[config.mk]
export PLATFORM = sky130hd
export DESIGN_NAME = mem_access_ctrl
export DESIGN_NICKNAME = d
export VERILOG_FILES = /design/src/rtl/mem_access_ctrl.sv
export SDC_FILE = /design/constraint.sdc
export NUM_CORES = 1
export LEC_CHECK = 0
export ABC_AREA = 1
export BUFFER_PORTS_ARGS = -buffer_cell sky130_fd_sc_hd__buf_2
export CAP_MARGIN = 10
export CORE_UTILIZATION = 30
export DETAILED_ROUTE_END_ITERATION = 8
export PLACE_DENSITY = 0.56
export SYNTH_ARGS = -nofsm -noshare
export SYNTH_HDL_FRONTEND = slang
export SYNTH_SLANG_ARGS = --single-unit
[constraint.sdc]
create_clock -name clk -period 1.9 [get_ports clk]
set_clock_uncertainty 0.15 [all_clocks]
set_input_delay 0.285 -clock clk [delete_from_list [all_inputs] [get_ports clk]]
set_output_delay 0.285 -clock clk [all_outputs]
set_load 0.03 [all_outputs]
[src/rtl/mem_access_ctrl.sv]
// Memory access controller: arbitrates fetch and data ports onto a 16-bit byte-addressed memory,
// running byte stores as read-modify-write. Define MEM_ARB_RR_EN for round-robin arbitration.
module mem_access_ctrl #(
  parameter int unsigned AW = 16,
  parameter int unsigned DW = 16
) (
  input  logic          clk,
  input  logic          rst,
  input  logic          if_req,
  input  logic [AW-1:0] if_addr,
  output logic          if_ack,
  output logic [DW-1:0] if_rdata,
  input  logic          d_req,
  input  logic          d_we,
  input  logic          d_byte,
  input  logic [AW-1:0] d_addr,
  input  logic [DW-1:0] d_wdata,
  output logic          d_ack,
  output logic [DW-1:0] d_rdata,
  output logic          mem_write,
  output logic          mem_read,
  output logic [AW-1:0] mem_address,
  output logic [DW-1:0] mem_data_in,
  input  logic [DW-1:0] mem_data_out,
  output logic          busy
);

  localparam int unsigned BW = DW / 2;

  typedef enum logic [2:0] {S_IDLE, S_RD, S_WAIT, S_WR, S_ACK} state_t;

  state_t        state;
  state_t        state_next;
  logic          sel_d;
  logic          we_q;
  logic          byte_q;
  logic          lsb_q;
  logic [BW-1:0] wbyte_q;
  logic          any_req_c;
  logic          grant_d_c;
  logic [AW-1:0] addr_c;
  logic [BW-1:0] lane_c;
  logic [DW-1:0] merged_c;
  logic [DW-1:0] load_c;
  logic          mem_write_next;
  logic          mem_read_next;
  logic          busy_next;
  logic          if_ack_next;
  logic          d_ack_next;

  assign any_req_c = d_req | if_req;

`ifdef MEM_ARB_RR_EN
  // Last-grant flag: 1 = data port granted most recently; resets to fetch so data wins the first tie.
  logic last_d;

  assign grant_d_c = d_req & (~if_req | ~last_d);

  always_ff @(posedge clk or negedge rst) begin
    if (!rst) begin
      last_d <= 1'b0;
    end else if (state == S_IDLE && any_req_c) begin
      last_d <= grant_d_c;
    end
  end
`else
  assign grant_d_c = d_req;
`endif

  assign addr_c   = grant_d_c ? d_addr : if_addr;
  assign lane_c   = lsb_q ? mem_data_out[DW-1:BW] : mem_data_out[BW-1:0];
  assign merged_c = lsb_q ? {wbyte_q, mem_data_out[BW-1:0]} : {mem_data_out[DW-1:BW], wbyte_q};
  assign load_c   = byte_q ? {BW'(0), lane_c} : mem_data_out;

  always_ff @(posedge clk or negedge rst) begin
    if (!rst) begin
      state <= S_IDLE;
    end else begin
      state <= state_next;
    end
  end

  // Next state plus Moore outputs decoded from the state being entered, so they register in step.
  always_comb begin
    state_next     = state;
    mem_write_next = 1'b0;
    mem_read_next  = 1'b0;
    busy_next      = 1'b0;
    if_ack_next    = 1'b0;
    d_ack_next     = 1'b0;
    case (state)
      S_IDLE: begin
        if (any_req_c) begin
          state_next = (grant_d_c && d_we && !d_byte) ? S_WR : S_RD;
        end
      end
      S_RD:    state_next = S_WAIT;
      S_WAIT:  state_next = we_q ? S_WR : S_ACK;
      S_WR:    state_next = S_ACK;
      S_ACK:   state_next = S_IDLE;
      default: state_next = S_IDLE;
    endcase
    // Memory strobe convention: {mem_write,mem_read} = 2'b10 reads, 2'b01 writes.
    mem_write_next = (state_next == S_RD);
    mem_read_next  = (state_next == S_WR);
    busy_next      = (state_next != S_IDLE);
    d_ack_next     = (state_next == S_ACK) && sel_d;
    if_ack_next    = (state_next == S_ACK) && !sel_d;
  end

  always_ff @(posedge clk or negedge rst) begin
    if (!rst) begin
      mem_write   <= 1'b0;
      mem_read    <= 1'b0;
      busy        <= 1'b0;
      if_ack      <= 1'b0;
      d_ack       <= 1'b0;
      sel_d       <= 1'b0;
      we_q        <= 1'b0;
      byte_q      <= 1'b0;
      lsb_q       <= 1'b0;
      wbyte_q     <= '0;
      mem_address <= '0;
      mem_data_in <= '0;
      if_rdata    <= '0;
      d_rdata     <= '0;
    end else begin
      mem_write <= mem_write_next;
      mem_read  <= mem_read_next;
      busy      <= busy_next;
      if_ack    <= if_ack_next;
      d_ack     <= d_ack_next;
      if (state == S_IDLE && any_req_c) begin
        sel_d       <= grant_d_c;
        we_q        <= grant_d_c & d_we;
        byte_q      <= grant_d_c & d_byte;
        lsb_q       <= grant_d_c & addr_c[0];
        wbyte_q     <= d_wdata[BW-1:0];
        mem_address <= {addr_c[AW-1:1], 1'b0};
        if (grant_d_c && d_we && !d_byte) begin
          mem_data_in <= d_wdata;
        end
      end
      // Read word arrives during WAIT: merge for byte store, else deliver it for the ACK cycle.
      if (state == S_WAIT) begin
        if (we_q) begin
          mem_data_in <= merged_c;
        end else if (sel_d) begin
          d_rdata <= load_c;
        end else begin
          if_rdata <= mem_data_out;
        end
      end
    end
  end

endmodule

==> flow_summary.toml, run 1 <==
[clocking]
post_cts_resized = 0
clock-sinks = 83
post_cts_buffers = 0
cts-root-buf = "clkbuf_16"
clkTransAtPathRegs_ns = 0.07
ctsLongestPathBuffers = 2
ctsHoldBuffers = 1
numCtsBuffers = 9
cts_tree = "built"
worstSkewPairLatency_ns = 0.33
h-tree-depth = 3

[synth]
yosysWarnings = 0
netlist_top_cells_count = "nand2_1 (154), dfrtp_1 (83), inv_1 (50)"
synth-seq-cells = 83
yosys.area_share.simple_pct = 26.00
yosysTopAreaCell = "dfrtp_1"
seq_area_frac_synth_pct = 52.38
synth_top_family_by_area = "simple AND/OR/NAND/NOR gates"
yosys.area_share.xor_xnor_pct = 0
yosys-mux-area-fraction_pct = 0
synth-edff-count = 0
synthFlopType = "dfrtp_1"
synthAdderAreaFrac_pct = 0
yosysMostFrequentCell = "nand2_1"
synth_cell_types = 25
avgSynthCellArea_sq_um = 8.092
syn_nets = 560
synth_top_area_share_pct = 52.38
yosys-top-cells-area = "dfrtp_1 (52%), nand2_1 (15%), inv_1 (4.7%)"
synth_area_sq_um = 3965
synth-compound-area-share_pct = 12.46
postSynthCellCount = 490
async_flop_share_pct = 100.0

[worst_setup_path]
worstPathArrival_ns = 1.78
worst-setup-path-type = "reg2reg"
required_ns = 2.02
critPathLaunchType = "flip-flop"
path_max_fanout = 24
end_kind = "flip-flop"

[power_and_ir_drop]
p_per_area_nw_per_um2 = 1789
p_leak_nw = 2.817
ir_worst_vdd_uv = 608.4

[sta]
grt_setup_unrepaired = "false"
maxSlewViolCount = 0
setup-violations-final = 0
final_hold_viol_count = 0
worstMarginPinSlew_ns = 0.5023
post-route-period-util_pct = 87.56
setup_tns_ns = 0
timing.slew.headroom_pct = 66.43
fin_crit_ns = 1.664
clock.fmax_mhz = 601.1

[placed_design]
routabilityCongestion = 0.8004
port-buffer-count = 136
place_area_sq_um = 4816
hpwlAfterDp_microns = 8176
dpl.cell_count = 784

[layout]
nNetsFinal = 694
fillCellCount = 1353
area_growth_pct = 29.54
num_antenna_cells = 0
drive_gt1_share_pct = 28.62
fin_cells = 801
finalInstanceArea_sq_um = 5136

[floorplanning]
die-width_microns = 117.0
num_rows = 41
die_y_microns = 117.0
die-area_sq_um = 13680
start_util_pct = 31.04
coreArea_sq_um = 12770
ios = 139

[detailed_routing]
dr.pass1.iters = 4
wl_microns = 10720
vias_per_cell = 4.453
postRouteAntennaNets = 0
drc_errors = 0
wl_per_cell_microns = 13.39
vias = 3567
drt_iter0_markers = 205

[global_route]
grt_pass1_vias = 3222
grtUsageTotal_pct = 16.01
grt_pass1_wl_microns = 16520
grt_start_max_net_pins = 40
grt_overflow = 0
antenna_found_initial = 0

[flow_run]
cap_viol_max_count = 0

[min_path]
hold_path_class = "in2reg"

[run_status]
status = "complete, no violations"
==> path summary, 6_finish.rpt <==
path                                 start          end  slack [ns]  cells past startpoint
min in group asynchronous              rst  if_rdata[7]        0.25                      2
worst max-delay path              state[0]  d_rdata[13]        0.24                      7
worst max register to register    state[0]  d_rdata[13]        0.24                      7
worst min-delay path            d_wdata[2]   wbyte_q[2]        0.07                      3
max in group asynchronous              rst       if_ack        0.75                      3
worst min register to register       sel_d       if_ack        0.28                      1
==> cell usage in the layout (no fill, tap or decap) <==
cell type / netlist / layout
conb_1: 1 / 1
nand2_4: 2 / 2
inv_1: 50 / 50
nand3_1: 20 / 20
dlygate4sd3_1: 0 / 1
a21oi_1: 9 / 9
bufinv_16: 0 / 1
nand3_2: 2 / 2
clkinvlp_4: 0 / 2
inv_6: 0 / 3
clkinv_1: 2 / 2
nor2_1: 45 / 45
dfrtp_1: 83 / 83
nor2_8: 1 / 1
buf_12: 0 / 1
nand2_2: 2 / 3
clkbuf_8: 0 / 1
o21ai_1: 18 / 18
nand4_1: 10 / 10
nand2_1: 154 / 153
o22ai_1: 1 / 1
o21ai_0: 27 / 27
o31ai_1: 15 / 15
nor2_4: 3 / 3
o211ai_1: 14 / 14
buf_2: 8 / 135
buf_4: 5 / 11
clkbuf_16: 0 / 9
nand4_2: 1 / 1
inv_2: 5 / 5
==> critical path: stages, from the launching register on <==
cell and delay, ns:
dfrtp_1 0.39, inv_2 0.09, nand2_2 0.07, nor2_4 0.13, nand2_4 0.11, nor2_4 0.41
nand3_1 0.15, nand2_1 0.09
==> routing by layer <==
metal,wire [microns],vias up,track usage (%)
li1,-,1835,-
met1,5099,1637,22.00
met2,4934,91,24.50
met3,613,4,4.428
met4,77,0,5.063
met5,0,-,0
==> report_power, final <==
part,switching (W),total (W),internal [W]
Clock,0.000734,0.00180,0.00107
Combinational,0.00307,0.00432,0.00124
Sequential,0.000465,0.00307,0.00261
Total,0.00427,0.00919,0.00492
==> sequential cells by signal, summed over array words and instances (netlist names), 3 cells and up <==
signal,flops
mem_address,15
state,3
mem_data_in,16
wbyte_q,8
if_rdata,16
d_rdata,16
==> layout make-up <==
type / instances / area, sq um / area share [%]
Inverter: 57 / 214.0 / 4.166
Clock inverter: 6 / 71.32 / 1.389
Multi-Input combinational cell: 325 / 1531 / 29.82
Clock buffer: 10 / 239.0 / 4.653
Timing Repair Buffer: 148 / 788.3 / 15.35
Tap cell: 172 / 215.2 / 4.190
Sequential cell: 83 / 2077 / 40.44
==> kinds of logic (layout without fill, tap and decap cells) <==
family | Yosys count | in the layout
buf+inv | 82 | 221
compound gates | 84 | 84
other cells | 1 | 1
flops | 83 | 83
simple gates | 240 | 240
==> per-stage QoR <==
stage               setup slack, ns  utilization [%]  hold WS (ns)  power (W)
floorplan                    0.4857                -       -0.1606   0.006187
global placement             0.2015            37.70       0.05812   0.007358
detailed placement           0.1932            37.70       0.06202   0.007460
CTS                          0.2295            40.21       0.06552   0.009297
global route                0.03645            40.21       0.07521   0.009879
finish                       0.2364            40.21       0.07203   0.009190
(Power assumes the default switching activity.)
==> run 2: changes to the inputs <==
--- a/config.mk
+++ b/config.mk
@@ -8,8 +8,11 @@
 export ABC_AREA = 1
 export BUFFER_PORTS_ARGS = -buffer_cell sky130_fd_sc_hd__buf_2
 export CAP_MARGIN = 10
+export CORE_ASPECT_RATIO = 2
 export CORE_UTILIZATION = 30
+export CTS_BUF_LIST = sky130_fd_sc_hd__clkbuf_4
 export DETAILED_ROUTE_END_ITERATION = 8
+export GPL_TIMING_DRIVEN = 0
 export PLACE_DENSITY = 0.56
 export SYNTH_ARGS = -nofsm -noshare
 export SYNTH_HDL_FRONTEND = slang
==> run 2 against run 1 <==
Net effect:
- die area is 0.20% higher
- non-clock buffer count is 61 higher
- flip-flop and latch count stayed put
- combinational power is 6.0% higher
- design area is 6.6% higher
- via count is 11% higher
- first-iteration DRC count is 26% lower
- final cell count is 5.2% higher
- worst hold slack worse by 0.040 ns
- clock-buffer cell count is 1 higher
- global-route usage is 3.4 points higher
- core utilization is 2.2 points higher
- critical endpoint is now mem_address[12]
- largest cell class unchanged
- largest power group unchanged
==> flow_summary.toml, run 2 (synthesized netlist as in run 1, its figures left out) <==
[sta]
post-route-period-util_pct = 86.72
holdWs_ns = 0.03158
setup-violations-final = 0
grt_setup_unrepaired = "false"
maxSlewViolCount = 0
fin_crit_ns = 1.648
setup_tns_ns = 0
final_hold_viol_count = 0
clock.fmax_mhz = 606.9
setup_slack_ns = 0.2523

[worst_setup_path]
critPathLaunch = "state[2]"
required_ns = 2.10
r2r-start = "state[2]"
worst-setup-path-type = "reg2reg"
worstPathArrival_ns = 1.85
path_max_fanout = 10
end_kind = "flip-flop"
critPathLaunchType = "flip-flop"

[flow_run]
cap_viol_max_count = 0

[global_route]
met3_usage_pct = 3.748
grtUsageMet2_pct = 37.97
grt_start_max_net_pins = 69
grt_overflow = 0
grt_pass1_wl_microns = 20360
antenna_found_initial = 1
grt_pass1_vias = 4007
grtUsageTotal_pct = 19.37
grt_most_used_layer = "met2"
met1_usage_pct = 19.20

[floorplanning]
coreArea_sq_um = 12920
die_y_microns = 164.6
num_rows = 59
ios = 139
die-width_microns = 83.29
start_util_pct = 30.69
die-area_sq_um = 13710

[placed_design]
port-buffer-count = 136
place_area_sq_um = 4866
hpwlAfterDp_microns = 9882
routabilityCongestion = 0.8259
dpl_worst_slack_ns = 0.1094

[detailed_routing]
dr.pass1.iters = 4
drt_iter0_markers = 152
vias = 3970
wl_per_cell_microns = 15.46
drc_errors = 0
wl_microns = 13030
postRouteAntennaNets = 0
vias_per_cell = 4.709

[clocking]
cts_tree = "built"
h-tree-depth = 3
worstSkewPairLatency_ns = 0.44
post_cts_buffers = 0
ctsLongestPathBuffers = 2
clock-sinks = 83
clkTransAtPathRegs_ns = 0.14
numCtsBuffers = 9
cts-root-buf = "clkbuf_4"

[layout]
fillCellCount = 1308
mostFrequentLayoutCell = "nand2_1"
finalInstanceArea_sq_um = 5477
drive_gt1_share_pct = 26.96
top_regs = "d_rdata (16), if_rdata (16), mem_data_in (16)"
nNetsFinal = 755
area_growth_pct = 38.12
final_cell_mix = "nand2_1 (154), buf_2 (143), dfrtp_1 (83)"

[power_and_ir_drop]
internal_power_w = 0.004397
p_per_area_nw_per_um2 = 1588
p_switching_w = 0.004299
power_w = 0.008696
p_leak_nw = 2.985
swShare_pct = 49.44
ir_worst_vdd_uv = 993.2
p_clk_share_pct = 12.0
combPwrFrac_pct = 52.7
pwr-share-seq_pct = 35.3

[run_status]
status = "complete, no violations"

[min_path]
hold_path_class = "in2reg"
hp-start = "mem_data_out[0]"
[run 2: area by class of cell]
class	instances	area [sq um]	share of cell area, %
antenna	1	2.502	0.04569
buffer	25	146.4	2.673
clock buffer	11	82.58	1.508
clock inverter	5	53.80	0.9824
inverter	57	214.0	3.907
multi-input combinational	325	1529	27.92
sequential	83	2077	37.93
tap	152	190.2	3.473
timing repair buffer	184	1181	21.57
[run 2: routing by layer]
layer | part of all wire, % | wire, microns | vias up
met4 | 3.1 | 401 | 0
met3 | 4.1 | 534 | 24
met5 | 0 | 0 | -
met2 | 56 | 7270 | 125
li1 | - | - | 1954
met1 | 37 | 4825 | 1867
[run 2: critical path, stage by stage (launching register included)]
cell,delay (ns)
dfrtp_1,0.43
inv_2,0.09
nand2_2,0.07
nor2_1,0.14
nand2_1,0.14
clkbuf_2,0.26
o31ai_1,0.28
[run 2: worst paths after layout]
check | slack [ns] | cells after the start | to
worst min register to register | 0.29 | 1 | if_ack
worst min-delay path | 0.03 | 3 | if_rdata[0]
max in group asynchronous | 0.87 | 3 | mem_data_in[11]
worst max-delay path | 0.25 | 6 | mem_address[12]
min in group asynchronous | 0.09 | 2 | mem_address[13]
worst max register to register | 0.25 | 6 | mem_address[12]
[run 2: power by group through the flow]
stage | sequential, W | combinational [W] | clock (W)
after global placement | 0.00308 | 0.00447 | 0
after detailed placement | 0.00311 | 0.00454 | 0
after global routing | 0.00318 | 0.00501 | 0.00116
final | 0.00307 | 0.00458 | 0.00104
after CTS | 0.00308 | 0.00463 | 0.00108
after floorplan | 0.00440 | 0.00179 | 0
[run 2: per-stage QoR]
step / std cells / utilization (%)
5_1_grt: 843 / 42.39
3_3_place_gp: 778 / 37.43
6_report: 843 / 42.39
4_1_cts: 842 / 42.36
3_5_place_dp: 779 / 37.67
2_1_floorplan: 490 / -
[run 2: what timing repair did]
| item | CTS | global route |
|---|---|---|
| hold buffers | 47 | 0 |
| setup endpoints to repair | 0 | 1 |
| gates resized for setup | 0 | 2 |
| endpoints found under the hold margin | 122 | 0 |
